`config.mk`:
```
export PLATFORM = sky130hd
export DESIGN_NAME = mmio_parallel_port_flat
export DESIGN_NICKNAME = d
export VERILOG_FILES = /design/src/rtl/mmio_parallel_port_if.sv /design/src/rtl/mmio_parallel_port.sv /design/src/flat_wrapper.sv
export SDC_FILE = /design/constraint.sdc
export NUM_CORES = 1
export LEC_CHECK = 0
export CAP_MARGIN = 25
export CORE_ASPECT_RATIO = 1.2
export CORE_MARGIN = 2
export CORE_UTILIZATION = 52
export CTS_CLUSTER_SIZE = 20
export DETAILED_ROUTE_END_ITERATION = 10
export HOLD_SLACK_MARGIN = 0.08
export PLACE_DENSITY = 0.86
export REMOVE_ABC_BUFFERS = 1
export SLEW_MARGIN = 30
export SYNTH_ARGS = -nofsm -noshare
export SYNTH_HDL_FRONTEND = slang
export SYNTH_SLANG_ARGS = --single-unit
```
`constraint.sdc`:
```
create_clock -name clk -period 4.6 [get_ports clk]
set_input_delay 0.92 -clock clk [delete_from_list [all_inputs] [get_ports clk]]
set_output_delay 0.92 -clock clk [all_outputs]
set_load 0.01 [all_outputs]
```
`src/rtl/mmio_parallel_port_if.sv`:
```
// Bus bundle between the core's data-address path and the parallel port:
// address and store data in, the load data and RAM write strobe out, plus
// the external channel pins and the interrupt line.
interface mmio_parallel_port_if #(
  parameter int DATA_W = 8,
  parameter int ADDR_W = 8,
  parameter int N_OUT  = 2,
  parameter int N_IN   = 2
);
  logic [ADDR_W-1:0]       address;
  logic [DATA_W-1:0]       wr_data;
  logic                    we;
  logic [DATA_W-1:0]       mem_rdata;
  logic [N_IN*DATA_W-1:0]  io_in;
  logic                    mem_we;
  logic [DATA_W-1:0]       rd_data;
  logic [N_OUT*DATA_W-1:0] io_out;
  logic                    irq;

  modport slave (
    input  address, wr_data, we, mem_rdata, io_in,
    output mem_we, rd_data, io_out, irq
  );

  modport master (
    output address, wr_data, we, mem_rdata, io_in,
    input  mem_we, rd_data, io_out, irq
  );
endinterface

```
`src/rtl/mmio_parallel_port.sv`:
```
// Memory-mapped parallel port. A 16-word window at BASE holds the output
// channel registers, the synchronised input channels, a change STATUS
// register (write-1-to-clear) and an interrupt MASK. Every other address
// passes straight through to the data RAM.
module mmio_parallel_port #(
  parameter int              DATA_W = 8,
  parameter int              ADDR_W = 8,
  parameter int              N_OUT  = 2,
  parameter int              N_IN   = 2,
  parameter logic [ADDR_W-1:0] BASE = 8'hF0
) (
  input  logic                 clk,
  input  logic                 rst,
  mmio_parallel_port_if.slave  bus
);

  logic                   in_win;
  logic [3:0]             off;
  logic                   wr_win;
  logic [DATA_W-1:0]      out_q [N_OUT];
  logic [N_IN*DATA_W-1:0] sync1;
  logic [N_IN*DATA_W-1:0] sync2;
  logic [N_IN*DATA_W-1:0] prev;
  logic [N_IN-1:0]        status;
  logic [N_IN-1:0]        mask;
  logic [N_IN-1:0]        chg;
  logic [N_IN-1:0]        clr;
  logic [1:0]             cnt;
  logic                   armed;
  logic [DATA_W-1:0]      rd_win;

  assign in_win = (bus.address[ADDR_W-1:4] == BASE[ADDR_W-1:4]);
  assign off    = bus.address[3:0];
  assign wr_win = bus.we & in_win;

  // Output channel registers; offsets at or above N_OUT have no storage.
  always_ff @(posedge clk or posedge rst) begin
    if (rst) begin
      for (int i = 0; i < N_OUT; i++) out_q[i] <= '0;
    end else if (wr_win && !off[3]) begin
      for (int i = 0; i < N_OUT; i++)
        if (off[2:0] == 3'(i)) out_q[i] <= bus.wr_data;
    end
  end

  for (genvar g = 0; g < N_OUT; g++) begin : g_out
    assign bus.io_out[g*DATA_W +: DATA_W] = out_q[g];
  end

  // Two-flop synchroniser plus one history stage for change detection.
  always_ff @(posedge clk or posedge rst) begin
    if (rst) begin
      sync1 <= '0;
      sync2 <= '0;
      prev  <= '0;
    end else begin
      sync1 <= bus.io_in;
      sync2 <= sync1;
      prev  <= sync2;
    end
  end

  for (genvar g = 0; g < N_IN; g++) begin : g_chg
    assign chg[g] = (sync2[g*DATA_W +: DATA_W] != prev[g*DATA_W +: DATA_W]);
  end

  // Warm-up counter: the synchronisers start from zero after reset, so the
  // first real input value would look like a change until prev catches up.
  always_ff @(posedge clk or posedge rst) begin
    if (rst)               cnt <= 2'd0;
    else if (cnt != 2'd3)  cnt <= cnt + 2'd1;
  end

  assign armed = (cnt == 2'd3);
  assign clr   = (wr_win && off == 4'd12) ? bus.wr_data[N_IN-1:0] : '0;

  // STATUS: sticky change flags; a new change beats a same-cycle clear.
  always_ff @(posedge clk or posedge rst) begin
    if (rst) status <= '0;
    else     status <= (status & ~clr) | (chg & {N_IN{armed}});
  end

  // Interrupt mask register.
  always_ff @(posedge clk or posedge rst) begin
    if (rst)                          mask <= '0;
    else if (wr_win && off == 4'd13)  mask <= bus.wr_data[N_IN-1:0];
  end

  // Window read map, combinational from current register state.
  always_comb begin
    rd_win = '0;
    if (!off[3]) begin
      for (int i = 0; i < N_OUT; i++)
        if (off[2:0] == 3'(i)) rd_win = out_q[i];
    end else if (off[3:2] == 2'b10) begin
      for (int i = 0; i < N_IN; i++)
        if (off[1:0] == 2'(i)) rd_win = sync2[i*DATA_W +: DATA_W];
    end else if (off == 4'd12) begin
      rd_win[N_IN-1:0] = status;
    end else if (off == 4'd13) begin
      rd_win[N_IN-1:0] = mask;
    end
  end

  assign bus.mem_we  = bus.we & ~in_win;
  assign bus.rd_data = in_win ? rd_win : bus.mem_rdata;
  assign bus.irq     = |(status & mask);

endmodule

```
`src/flat_wrapper.sv`:
```
// flat-port wrapper written by rule: the top's interface ports become plain ports
module mmio_parallel_port_flat 
#(
  parameter int              DATA_W = 8,
  parameter int              ADDR_W = 8,
  parameter int              N_OUT  = 2,
  parameter int              N_IN   = 2,
  parameter logic [ADDR_W-1:0] BASE = 8'hF0
)
  (clk, rst, bus_address, bus_wr_data, bus_we, bus_mem_rdata, bus_io_in, bus_mem_we, bus_rd_data, bus_io_out, bus_irq);
  mmio_parallel_port_if #(.DATA_W(DATA_W), .ADDR_W(ADDR_W), .N_OUT(N_OUT), .N_IN(N_IN)) bus_i ();
  input  logic clk;
  input  logic rst;
  input wire logic [$bits(bus_i.address)-1:0] bus_address;
  input wire logic [$bits(bus_i.wr_data)-1:0] bus_wr_data;
  input wire logic [$bits(bus_i.we)-1:0] bus_we;
  input wire logic [$bits(bus_i.mem_rdata)-1:0] bus_mem_rdata;
  input wire logic [$bits(bus_i.io_in)-1:0] bus_io_in;
  output wire logic [$bits(bus_i.mem_we)-1:0] bus_mem_we;
  output wire logic [$bits(bus_i.rd_data)-1:0] bus_rd_data;
  output wire logic [$bits(bus_i.io_out)-1:0] bus_io_out;
  output wire logic [$bits(bus_i.irq)-1:0] bus_irq;
  assign bus_i.address = bus_address;
  assign bus_i.wr_data = bus_wr_data;
  assign bus_i.we = bus_we;
  assign bus_i.mem_rdata = bus_mem_rdata;
  assign bus_i.io_in = bus_io_in;
  assign bus_mem_we = bus_i.mem_we;
  assign bus_rd_data = bus_i.rd_data;
  assign bus_io_out = bus_i.io_out;
  assign bus_irq = bus_i.irq;
  mmio_parallel_port #(.DATA_W(DATA_W), .ADDR_W(ADDR_W), .N_OUT(N_OUT), .N_IN(N_IN), .BASE(BASE)) u_core (.clk(clk), .rst(rst), .bus(bus_i));
endmodule
```
==> reports/qor.json <==
{
  "floorplan.die.width_um": 69.63,
  "drt.antenna.violating_nets": 0,
  "met2WireLength_um": 2246,
  "core.rowCount": 28,
  "num-fill-cells": 323,
  "status": "finished clean",
  "cts_post_setup_buffers_inserted": 0,
  "grt_pass1_vias": 1681,
  "dieHeight_um": 82.75,
  "critical_path.endpoint_type": "primary output",
  "unrepaired_setup_endpoints_after_global_routing": "false",
  "critPathMaxFanout": 8,
  "report.final.slew_viol_count": 0,
  "grt_use_total_pct": 17.87,
  "yosysSeqAreaShare_pct": 65.18,
  "yosysWarnings": 0,
  "tightestPinTransition_ns": 0.6056,
  "timing.critical_path.from_type": "input port",
  "vias": 1646,
  "clk_slew_on_worst_s_h_paths_ns": 0.07,
  "maximum_number_of_pins_on_one_net_before_global_route_repair": 55,
  "number_of_hold_buffers_added_after_cts": 0,
  "detail_route.vias_per_cell": 5.096,
  "pre_cts_ws_ns": 0.7480,
  "clk-insertion-delay-late_ns": 0.33,
  "fin_crit_ns": 3.843,
  "starting_utilization_of_the_core_area_pct": 54.02,
  "cts-root-to-sink-buffers": 2,
  "die_area_sq_um": 5761,
  "numCtsBuffers": 9,
  "grt_first_pass_wirelength_um": 7741,
  "p_leak_nw": 1.606,
  "synthDistinctLibCells": 27,
  "top_layer": "met4",
  "synth_enable_flop_cells": 0,
  "antenna_cells_inserted": 0,
  "gp_congestion": 0.7867,
  "h_tree_depth_reported_by_cts": 3,
  "arrival_ns": 2.92,
  "skew_ns": 0.003334,
  "total_power_w": 0.001227,
  "worstSetupPathType": "in2out",
  "area_growth_pct": 34.12,
  "final_hold_viol_count": 0,
  "design.portCount": 69,
  "number_of_setup_violations_in_the_final_report": 0,
  "design.core.area_sq_um": 4975,
  "timing.critical_path.slowest_stage_cell": "or3b_2",
  "wirelength_um": 4552,
  "route.layer.met1.wl_um": 1915,
  "crit_path_cell_trace": "clkdlybuf4s50_1 > or3b_2 > o22a_1 > o21ai_0 > clkdlybuf4s50_1",
  "drtIter0Drc": 91,
  "worst_slew_margin_rel_pct": 59.63,
  "power.density_nw_per_um2": 340.4,
  "final_layout_worst_hold_slack_ns": 0.3490,
  "min_period_over_period_pct": 83.55,
  "crit_family": "buffers and inverters",
  "synth_seq_cells": 70,
  "area_of_the_multi_input_gates_sq_um": 880.8,
  "fmax_mhz": 260.2,
  "cts_tree": "built",
  "netlist_area_sq_um": 2688,
  "cts_root_buf": "clkbuf_8",
  "critPathBufInv": 2,
  "drive_above_1_share_pct": 15.59,
  "number_of_antenna_violations_at_the_first_check_in_global_routing": 0,
  "ir_worst_vdd_mv": 0.2510,
  "detailedPlacementHpwl_um": 3416,
  "aggregate_global_routing_overflow": 0,
  "cts.sinks": 70,
  "ys.flop_type": "dfrtp_1",
  "critPathMostFrequentCell": "clkdlybuf4s50_1",
  "avgRoutedWirePerCell_um": 14.09,
  "worstPathRequired_ns": 3.68,
  "drc_errors": 0,
  "synth.avg_cell_area_sq_um": 14.53,
  "drt_pre_antenna_iters": 4,
  "cts_resized": 0,
  "worst_path_largest_cell_delay_ns": 0.57,
  "max_cap_violations": 0,
  "fin_nets": 303,
  "met3WireLength_um": 296,
  "timing.hold.worst.class": "reg2reg",
  "asyncSetResetFlopFracSynth_pct": 100.0,
  "totalNegativeSetupSlack_ns": 0,
  "buffer_ports.inserted": 68,
  "synthesis.instances": 185,
  "final_critical_path_setup_slack_ns": 0.7567,
  "final-seq-area_sq_um": 1752
}
path summary, 6_finish.rpt:
kind                             startpoint              endpoint  slack (ns)  depth (start not counted)
max                          bus_address[3]        bus_rd_data[5]        0.76                          5
min                        u_core.sync1[11]      u_core.sync2[11]        0.35                          0
max reg2reg                u_core.sync2[10]      u_core.status[1]        3.24                          4
min reg2reg                u_core.sync1[11]      u_core.sync2[11]        0.35                          0
max in group asynchronous               rst  u_core.bus.io_out[3]        2.91                          3
min in group asynchronous               rst       u_core.sync1[5]        1.02                          2
routing by layer:
layer | track usage, % | up-vias
met5 | 0 | -
met4 | 9.423 | 0
met3 | 5.097 | 11
met2 | 29.81 | 55
met1 | 21.46 | 789
li1 | - | 791
stage by stage:
| stage | utilization [%] | instances | instance area, sq um |
|---|---|---|---|
| floorplan | - | 177 | 2640 |
| global route | 72.46 | 323 | 3605 |
| detailed placement | 68.76 | 308 | 3421 |
| finish | 72.46 | 323 | 3605 |
| global placement | 68.71 | 308 | 3418 |
| CTS | 72.46 | 323 | 3605 |
report_power, final:
part / switching, W / internal, W / leakage [nW] / total (W)
clock network: 0.000212 / 0.000223 / 0.0876 / 0.000435
registers: 0.0000173 / 0.000644 / 0.842 / 0.000662
logic: 0.0000515 / 0.0000789 / 0.676 / 0.000130
total: 0.000280 / 0.000947 / 1.61 / 0.00123
cell usage in the layout, fill, tap and decap left out, types with 5 or more instances in the layout:
cell             instances
xor2_1                  16
clkdlybuf4s50_1         68
o21ai_0                  8
dfrtp_1                 70
mux2i_1                 18
clkbuf_8                11
nor4_1                   5
o22a_1                   6
mux2_2                  11
nand2_1                 13
mux2_4                   8
worst reg2reg max path, cell delays in order, from the launching register on:
cell and delay (ns):
dfrtp_1 0.42, xor2_1 0.17, nor4_1 0.33, nand2_1 0.09, a22o_1 0.23
cell families (layout without fill, tap and decap cells):
logic type      count (synthesis)  count (layout)  synth area share [%]
flops                          70              70                 65.18
mux                            37              37                 15.78
simple gates                   31              31                 6.100
compound gates                 19              19                 4.888
xor+xnor                       17              17                 5.540
buf+inv                        10              88                 2.048
fa+ha+maj                       1               1                0.4655
layout make-up:
| class | instances | share of cell area (%) |
|---|---|---|
| multi-input cells | 105 | 24.44 |
| repair buffers | 71 | 19.51 |
| clock buffers | 11 | 4.200 |
| clock inverters | 4 | 0.9025 |
| well taps | 60 | 2.083 |
| flip-flops and latches | 70 | 48.59 |
| inverters | 2 | 0.2777 |
synthesized netlist by cell type, types with 2 or more instances:
master	n	area share, %
nand2_1	13	1.8
o22ai_1	2	0.47
clkbuf_1	4	0.56
o22a_1	6	2.0
buf_6	2	0.84
dfrtp_1	70	65
nor4_1	5	1.2
o21ai_0	8	1.5
mux2_4	8	4.5
a22o_1	3	0.98
inv_1	2	0.28
xor2_1	16	5.2
nor2_1	4	0.56
mux2_2	11	4.6
mux2i_1	18	6.7
buf_2	2	0.37
registers in the layout, summed over array words and instances, names as in the netlist:
name / cells
u_core.sync1: 16
u_core.bus.io_out: 16
u_core.status: 2
u_core.mask: 2
u_core.prev: 16
u_core.sync2: 16
u_core.cnt: 2
(Power assumes the default switching activity.)
